$ cat src/rtl/aes_block_loader_if.sv
// Byte-stream and block-presentation signals for aes_block_loader.
// slave modport: the loader. master modport: the byte source and encrypt core side.
`timescale 1ns/1ps
interface aes_block_loader_if;
  logic [7:0]   s_data;
  logic         s_valid;
  logic         s_is_key;
  logic         s_ready;
  logic [127:0] m_state;
  logic [127:0] m_key;
  logic         m_valid;
  logic         m_ready;
  logic         key_loaded;
  logic         err;

  modport slave (
    input  s_data, s_valid, s_is_key, m_ready,
    output s_ready, m_state, m_key, m_valid, key_loaded, err
  );

  modport master (
    output s_data, s_valid, s_is_key, m_ready,
    input  s_ready, m_state, m_key, m_valid, key_loaded, err
  );
endinterface

$ cat src/rtl/aes_block_loader.sv
// aes_block_loader: assembles byte-serial key and plaintext blocks for the
// AES-128 encrypt core. The key is held until a new key block completes;
// plaintext blocks are presented as {m_state, m_key} under valid/ready.
// Optional build macro LOADER_TIMEOUT_EN: aborts a partial block after
// TIMEOUT_CYC consecutive idle cycles mid-block.
`timescale 1ns/1ps
module aes_block_loader #(
  parameter int unsigned NBYTES = 16
`ifdef LOADER_TIMEOUT_EN
  , parameter int unsigned TIMEOUT_CYC = 255
`endif
) (
  input  logic                clk,
  input  logic                rst_n,
  aes_block_loader_if.slave   bus
);

  localparam int unsigned W  = 8 * NBYTES;
  localparam int unsigned SW = W - 8;

  typedef enum logic [1:0] {IDLE, LOAD_KEY, LOAD_DATA, PRESENT} state_t;

  state_t         state, state_nxt;
  logic [3:0]     cnt;
  logic [SW-1:0]  key_shadow;
  logic [SW-1:0]  data_shadow;
  logic [W-1:0]   m_state_q;
  logic [W-1:0]   m_key_q;
  logic           m_valid_q;
  logic           key_loaded_q;
  logic           err_q;
  logic           rdy_en;
  logic           s_ready;
  logic           xfer;
  logic           last_byte;
  logic           to_key;
  logic           timeout;
  logic           loading;

  assign loading   = (state == LOAD_KEY) || (state == LOAD_DATA);
  assign s_ready   = (state != PRESENT) && rdy_en;
  assign xfer      = bus.s_valid && s_ready;
  assign last_byte = (cnt == 4'(NBYTES - 1));
  // s_is_key only matters on the first byte; afterwards the state decides.
  assign to_key    = (state == IDLE) ? bus.s_is_key : (state == LOAD_KEY);

`ifdef LOADER_TIMEOUT_EN
  localparam int unsigned TW = $clog2(TIMEOUT_CYC + 1);
  logic [TW-1:0] idle_cnt;

  assign timeout = loading && !bus.s_valid && (idle_cnt == TW'(TIMEOUT_CYC - 1));

  // Idle counter: counts stalled cycles mid-block, cleared by any byte.
  always_ff @(posedge clk or negedge rst_n) begin
    if (!rst_n) begin
      idle_cnt <= '0;
    end else if (loading && !bus.s_valid && !timeout) begin
      idle_cnt <= idle_cnt + TW'(1);
    end else begin
      idle_cnt <= '0;
    end
  end
`else
  assign timeout = 1'b0;
`endif

  // Holds s_ready low for the first clock after reset release.
  always_ff @(posedge clk or negedge rst_n) begin
    if (!rst_n) rdy_en <= 1'b0;
    else        rdy_en <= 1'b1;
  end

  // FSM state register.
  always_ff @(posedge clk or negedge rst_n) begin
    if (!rst_n) state <= IDLE;
    else        state <= state_nxt;
  end

  // Next-state decode.
  always_comb begin
    state_nxt = state;
    unique case (state)
      IDLE: begin
        if (xfer) state_nxt = bus.s_is_key ? LOAD_KEY : LOAD_DATA;
      end
      LOAD_KEY: begin
        if (xfer && last_byte) state_nxt = IDLE;
        else if (timeout)      state_nxt = IDLE;
      end
      LOAD_DATA: begin
        if (xfer && last_byte) state_nxt = key_loaded_q ? PRESENT : IDLE;
        else if (timeout)      state_nxt = IDLE;
      end
      PRESENT: begin
        if (bus.m_ready) state_nxt = IDLE;
      end
      default: state_nxt = IDLE;
    endcase
  end

  // Byte counter, shadow registers, presented block, key and status flags.
  always_ff @(posedge clk or negedge rst_n) begin
    if (!rst_n) begin
      cnt          <= '0;
      key_shadow   <= '0;
      data_shadow  <= '0;
      m_state_q    <= '0;
      m_key_q      <= '0;
      m_valid_q    <= 1'b0;
      key_loaded_q <= 1'b0;
      err_q        <= 1'b0;
    end else begin
      err_q     <= 1'b0;
      m_valid_q <= (state_nxt == PRESENT);
      if (xfer) begin
        cnt <= last_byte ? '0 : cnt + 4'd1;
        if (to_key) key_shadow  <= {key_shadow[SW-9:0], bus.s_data};
        else        data_shadow <= {data_shadow[SW-9:0], bus.s_data};
        if (last_byte && state == LOAD_KEY) begin
          m_key_q      <= {key_shadow, bus.s_data};
          key_loaded_q <= 1'b1;
        end
        if (last_byte && state == LOAD_DATA) begin
          if (key_loaded_q) m_state_q <= {data_shadow, bus.s_data};
          else              err_q     <= 1'b1;
        end
      end else if (timeout) begin
        cnt   <= '0;
        err_q <= 1'b1;
      end
    end
  end

  assign bus.s_ready    = s_ready;
  assign bus.m_state    = m_state_q;
  assign bus.m_key      = m_key_q;
  assign bus.m_valid    = m_valid_q;
  assign bus.key_loaded = key_loaded_q;
  assign bus.err        = err_q;

endmodule

$ cat src/flat_wrapper.sv
// flat-port wrapper written by rule: the top's interface ports become plain ports
module aes_block_loader_flat 
#(
  parameter int unsigned NBYTES = 16

)
  (clk, rst_n, bus_s_data, bus_s_valid, bus_s_is_key, bus_m_ready, bus_s_ready, bus_m_state, bus_m_key, bus_m_valid, bus_key_loaded, bus_err);
  aes_block_loader_if bus_i ();
  input  logic clk;
  input  logic rst_n;
  input wire logic [$bits(bus_i.s_data)-1:0] bus_s_data;
  input wire logic [$bits(bus_i.s_valid)-1:0] bus_s_valid;
  input wire logic [$bits(bus_i.s_is_key)-1:0] bus_s_is_key;
  input wire logic [$bits(bus_i.m_ready)-1:0] bus_m_ready;
  output wire logic [$bits(bus_i.s_ready)-1:0] bus_s_ready;
  output wire logic [$bits(bus_i.m_state)-1:0] bus_m_state;
  output wire logic [$bits(bus_i.m_key)-1:0] bus_m_key;
  output wire logic [$bits(bus_i.m_valid)-1:0] bus_m_valid;
  output wire logic [$bits(bus_i.key_loaded)-1:0] bus_key_loaded;
  output wire logic [$bits(bus_i.err)-1:0] bus_err;
  assign bus_i.s_data = bus_s_data;
  assign bus_i.s_valid = bus_s_valid;
  assign bus_i.s_is_key = bus_s_is_key;
  assign bus_i.m_ready = bus_m_ready;
  assign bus_s_ready = bus_i.s_ready;
  assign bus_m_state = bus_i.m_state;
  assign bus_m_key = bus_i.m_key;
  assign bus_m_valid = bus_i.m_valid;
  assign bus_key_loaded = bus_i.key_loaded;
  assign bus_err = bus_i.err;
  aes_block_loader #(.NBYTES(NBYTES)) u_core (.clk(clk), .rst_n(rst_n), .bus(bus_i));
endmodule
$ cat config.mk
export PLATFORM = sky130hd
export DESIGN_NAME = aes_block_loader_flat
export DESIGN_NICKNAME = d
export VERILOG_FILES = /design/src/rtl/aes_block_loader_if.sv /design/src/rtl/aes_block_loader.sv /design/src/flat_wrapper.sv
export SDC_FILE = /design/constraint.sdc
export NUM_CORES = 1
export LEC_CHECK = 0
export CAP_MARGIN = 20
export CORE_UTILIZATION = 50
export DETAILED_ROUTE_END_ITERATION = 8
export PLACE_DENSITY = 0.8
export SLEW_MARGIN = 5
export SYNTH_ARGS = -nofsm -noshare
export SYNTH_HDL_FRONTEND = slang
export SYNTH_SLANG_ARGS = --single-unit
$ cat constraint.sdc
create_clock -name clk -period 2.1 [get_ports clk]
set_input_delay 0.21 -clock clk [delete_from_list [all_inputs] [get_ports clk]]
set_output_delay 0.21 -clock clk [all_outputs]
set_load 0.02 [all_outputs]
==> After elaboration in Yosys (flattened, before gate mapping) <==
Index checks and enable logic that the tools add are counted.
{ "word_totals": {"ff_bits": 506, "inputBits": 13, "output_inout_bits": 260, "wordCells": 40} }
{ "classes": {"addsub": 1, "eq_ne": 6, "n_mux": 12, "n_bitwise": 1, "reduce_logical": 10} }
{ "ops": {"columns": ["op", "n"], "rows": [
  ["$mux W2", 6],
  ["$pmux W2 S4", 1],
  ["$eq A2 B2 Y1 const B", 3],
  ["$reduce_and A2 Y1", 3],
  ["$logic_and A1 B1 Y1", 5],
  ["$add A4 B1 Y4 const B", 1],
  ["$eq A4 B4 Y1 const B", 1],
  ["$mux W1", 4],
  ["$mux W4", 1],
  ["$reduce_and A3 Y1", 1],
  ["$eq A2 B1 Y1 const B", 1],
  ["$logic_not A2 Y1", 1],
  ["$ne A2 B2 Y1 const B", 1],
  ["$not A1 Y1", 1]
]} }

==> Depth between registers and ports, before layout <==
Gate-level depths: netlist of the first run.
{ "depth": {"depth_word": 7, "ltp_mapped": 6, "ltp_nobuf": 4} }

==> Least setup slack after synthesis of the first run <==
OpenSTA, ideal clock, no wires.
{ "synth_timing": {"path_type": "flip-flop to flip-flop", "start": "reg u_core.cnt[0]", "end": "reg u_core.m_state_q[0], in the netlist u_core.bus.m_state[0]", "t_arrival_ps": 1753, "slack_ps": 223, "path_stages_with_launch": 7, "period_less_slack_ps": 1877, "cell_sequence": "dfrtp_1 ha_1 and3_1 nand3_1 clkbuf_1 buf_2 mux2_2"} }
{ "synth_via": {"elab_chain_len": 3} }
{ "synth_lines": {"columns": ["element", "line", "source"], "rows": [
  ["from (decl)", "aes_block_loader.sv:24", "logic [3:0] cnt;"],
  ["from (signal assigned)", "aes_block_loader.sv:116", "cnt <= last_byte ? '0 : cnt + 4'd1;"],
  ["$eq A4 B4 Y1", "aes_block_loader.sv:43", "assign last_byte = (cnt == 4'(NBYTES - 1));"],
  ["$logic_and A1 B1 Y1", "aes_block_loader.sv:123", "if (last_byte && state == LOAD_DATA) begin"],
  ["$reduce_and A3 Y1 (no line)", null, null],
  ["to (signal assigned)", "aes_block_loader.sv:124", "if (key_loaded_q) m_state_q <= {data_shadow, bus.s_data};"],
  ["to (decl)", "aes_block_loader.sv:27", "logic [W-1:0] m_state_q;"]
]} }
Every way passes these cells.
A chain may end at the register's enable or synchronous reset.

==> Worst setup path in the final report of the first run <==
{ "layout_timing": {"start": "reg u_core.cnt[1]", "end": "reg u_core.m_key_q[96], in the netlist u_core.bus.m_key[96]"} }
{ "layout_via": {"elab_chain_len": 3} }
{ "layout_lines": {"columns": ["element", "line", "source"], "rows": [
  ["$eq A4 B4 Y1", "aes_block_loader.sv:43", null],
  ["$logic_and A1 B1 Y1", "aes_block_loader.sv:119", "if (last_byte && state == LOAD_KEY) begin"],
  ["$reduce_and A2 Y1 (no line)", null, null],
  ["to (signal assigned)", "aes_block_loader.sv:120", "m_key_q <= {key_shadow, bus.s_data};"],
  ["to (decl)", "aes_block_loader.sv:28", "logic [W-1:0] m_key_q;"]
]} }
Every way passes these cells.

==> metrics.txt, run 1 <==
fin crit period 2.06 ns; number of buffers created by CTS 50; DR pass1 iterations 4; mean cell area of the mapped netlist 17.6 sq um; number of warnings reported in the yosys synthesis log 0; I/O pin count 273; Crit. End Element register; Static Leakage 0.0122 uW; flop-to-flop setup slack 0.04 ns; max-cap check violation count 0; Final Routed Wirelength 39000 um; wire length per cell after detailed routing 19.7 um; worst hold path class input pin to asynchronous set/reset pin; worst-skew pair later-pin latency 0.58 ns; DRC viols 0; maximum frequency from static timing analysis 486 MHz; GP Congestion 0.802; Setup-failing EPs final 0; TritonCTS clock tree built; Initial Util 51.0%; non-filler cells in the finished layout 1977; fin crit share 98.1%; via count of the first global-routing pass 10.8k; setup repair after global routing missed its margin yes; net count reported at finish 1440; GRT Total Usage 20.6%; maximum fanout along the worst path 40; DIE WIDTH 198 um; leading area contributor after synthesis sky130_fd_sc_hd__dfrtp_1; count of nets left with antenna violations after detail routing 0; remaining global-route overflow 0; final-layout fill cell count 2571; worst setup path class register to register; number of buffers and inverters on the critical path 1; largest delay contributor family on the critical path simple AND/OR/NAND/NOR gates; slowest cell on the critical path sky130_fd_sc_hd__or4_4; instance count after placement with tap cells included 1883; register area share after synthesis 65.8%; crit path DAT 2.51 ns; worst voltage drop across the vdd grid 0.000656 V; count of port buffers added during placement 272; status completed; Max Buffers Root-to-Sink 3; flops & latches, synth 506; antenna violations before repair 0; cell breakdown of the critical path ha_1, nand3_1, or4_4, buf_12, mux2_4; utilization of the core after routing 65.5%; synthesized cell area 19200 sq um; total number of placement rows 71; root cell of the clock tree sky130_fd_sc_hd__clkbuf_16; critical path data required time 2.55 ns; Clock transition at path regs 0.06 ns; Power Dens Cells 1020 nW/um^2; full die area 39300 sq um; layout overhead on the synthesized area 28.6%; count of H-tree levels built during CTS 2; Final Hold Violating Endpoints 0; pin count of the biggest net entering global routing 75; wire length of the first global-routing pass 62900 um; portion of synthesized cell area occupied by the leading cell type 65.8%; Net Count, Synth 1108; via total after detailed routing 10.2k; final clock skew 0.0131 ns; instance count of the mapped netlist 1094; number of clock sinks 506; dpl hpwl 26400 um; sort of element at the start of the critical path register; count of pins over their slew limit 0; highest cell delay on the worst timing path 0.57 ns; vertical extent of the die 198 um; fraction of final layout cells sized beyond drive strength 1 44.2%; number of violations reported at the end of detailed-routing iteration 0 404; Synth area leaders sky130_fd_sc_hd__dfrtp_1 66%, sky130_fd_sc_hd__mux2_2 23%, sky130_fd_sc_hd__mux2_4 8.5%; area of the core 37800 sq um; distinct cell type count of the synthesized netlist 33; Vias/cell 5.16
[timing repair]
action,CTS,global route
setup endpoints to repair,2,20
hold buffers,1,0
hold endpoints to repair,160,0
buffers inserted,0,1
resized for setup,2,0
[cell type report]
cell class	instances	area (sq um)	share of cell area, %
diodes	1	2.50	0.0101
clock buffers	79	1550	6.27
clock inverters	12	179	0.723
inverters	1	3.75	0.0152
multi-input cells	532	6260	25.3
flip-flops and latches	506	12700	51.2
well taps	511	639	2.58
repair buffers	335	3450	13.9
[per-stage QoR]
| step | cell area [sq um] | hold WS, ns | setup WS [ns] | TNS (ns) | power, uW |
|---|---|---|---|---|---|
| 4_1_cts | 24700 | 0.164 | 0.0247 | 0 | 25500 |
| 3_3_place_gp | 23000 | 0.182 | -0.0232 | -0.934 | 16000 |
| 3_5_place_dp | 23000 | 0.191 | -0.0472 | -2.39 | 16300 |
| 6_report | 24700 | 0.171 | 0.0406 | 0 | 25300 |
| 5_1_grt | 24700 | 0.170 | -0.0110 | -0.0194 | 26400 |
| 2_1_floorplan | 19200 | -0.0856 | 0.223 | 0 | 14600 |
[placed cells by master, fill, tap and decap left out, drive strengths merged, types with 2 or more instances in the layout]
cell and count:
buf 63, bufinv 4, clkbuf 79, clkdlybuf4s50 269
clkinv 6, dfrtp 506, dlygate4sd2 2, inv 3
mux2 497, nand2 5, nand3 5, nor2 2
nor3 2, o311ai 2, or4 2
[cell families after synthesis]
| logic type | Yosys count | share of synthesized area, % |
|---|---|---|
| DFF | 506 | 65.8 |
| muxes | 497 | 31.2 |
| and+or+nand+nor | 25 | 0.780 |
| xor gates and xnor gates | 1 | 0.0455 |
| other | 1 | 0.0195 |
| AOI/OAI and AO/OA | 7 | 0.273 |
| buffers and inverters | 56 | 1.81 |
| adders and majority gates | 1 | 0.0650 |
[Yosys cell counts (all sizes together)]
| cell | number |
|---|---|
| xnor2 | 1 |
| dfrtp | 506 |
| o21ai | 1 |
| buf | 49 |
| and3 | 1 |
| a21o | 1 |
| or4 | 2 |
| or4b | 1 |
| o211ai | 1 |
| inv | 1 |
| nor2b | 1 |
| and4b | 1 |
| mux2 | 497 |
| clkbuf | 6 |
| nor2 | 2 |
| nand2 | 5 |
| o311ai | 2 |
| o32a | 1 |
| ha | 1 |
| nand3 | 5 |
| nor3b | 1 |
| nand4 | 1 |
| conb | 1 |
| nor3 | 2 |
| nor4b | 1 |
| and2 | 1 |
| nand2b | 1 |
| a21oi | 1 |
[layer usage]
layer | vias up | global-route usage [%] | share of wire (%)
met1 | 5353 | 29.3 | 46
met3 | 55 | 3.99 | 4.8
li1 | 4568 | - | -
met2 | 225 | 32.5 | 48
met5 | - | 0 | 0
met4 | 0 | 5.66 | 1.7
[final timing paths]
| path | start | end | cells past startpoint |
|---|---|---|---|
| max reg2reg | u_core.cnt[1]$_DFFE_PN0P_ | u_core.bus.m_key[96]$_DFFE_PN0P_ | 5 |
| max in group asynchronous | rst_n | u_core.bus.m_state[116]$_DFFE_PN0P_ | 3 |
| max | u_core.cnt[1]$_DFFE_PN0P_ | u_core.bus.m_key[96]$_DFFE_PN0P_ | 5 |
| min in group clk | bus_m_ready | u_core.state[1]$_DFF_PN0_ | 2 |
| min | rst_n | u_core.bus.m_key[55]$_DFFE_PN0P_ | 2 |
| min reg2reg | u_core.bus.m_state[105]$_DFFE_PN0P_ | u_core.bus.m_state[105]$_DFFE_PN0P_ | 1 |
[state kept, by name (all words and copies together) (netlist names)]
| name | count |
|---|---|
| u_core.bus.m_key | 128 |
| u_core.bus.m_valid | 1 |
| u_core.bus.key_loaded | 1 |
| u_core.rdy_en | 1 |
| u_core.bus.m_state | 128 |
| u_core.bus.err | 1 |
| u_core.data_shadow | 120 |
| u_core.state | 2 |
| u_core.key_shadow | 120 |
| u_core.cnt | 4 |
[worst reg2reg max path, cell delays in order, from the launching register on]
cell                      delay, ns
sky130_fd_sc_hd__dfrtp_1       0.40
sky130_fd_sc_hd__ha_1          0.23
sky130_fd_sc_hd__nand3_1       0.12
sky130_fd_sc_hd__or4_4         0.57
sky130_fd_sc_hd__buf_12        0.26
sky130_fd_sc_hd__mux2_4        0.36
[where the power goes]
group | leakage [uW] | internal, uW | switching (uW)
registers | 0.00687 | 11400 | 1370
logic | 0.00447 | 2040 | 1320
clock network | 0.000857 | 5550 | 3640
Note: power is estimated with default switching activity, not from simulation.
==> run 2, diff against run 1 <==
- CAP_MARGIN: 20 -> default
==> results of run 2 <==
Same layout as run 1: the final DEF is identical, and so are final timing and power.
==> run 3, diff against run 2 <==
- GPL_ROUTABILITY_DRIVEN: default -> 0
==> results of run 3 <==
Same layout as run 1: the final DEF is identical, and so are final timing and power.
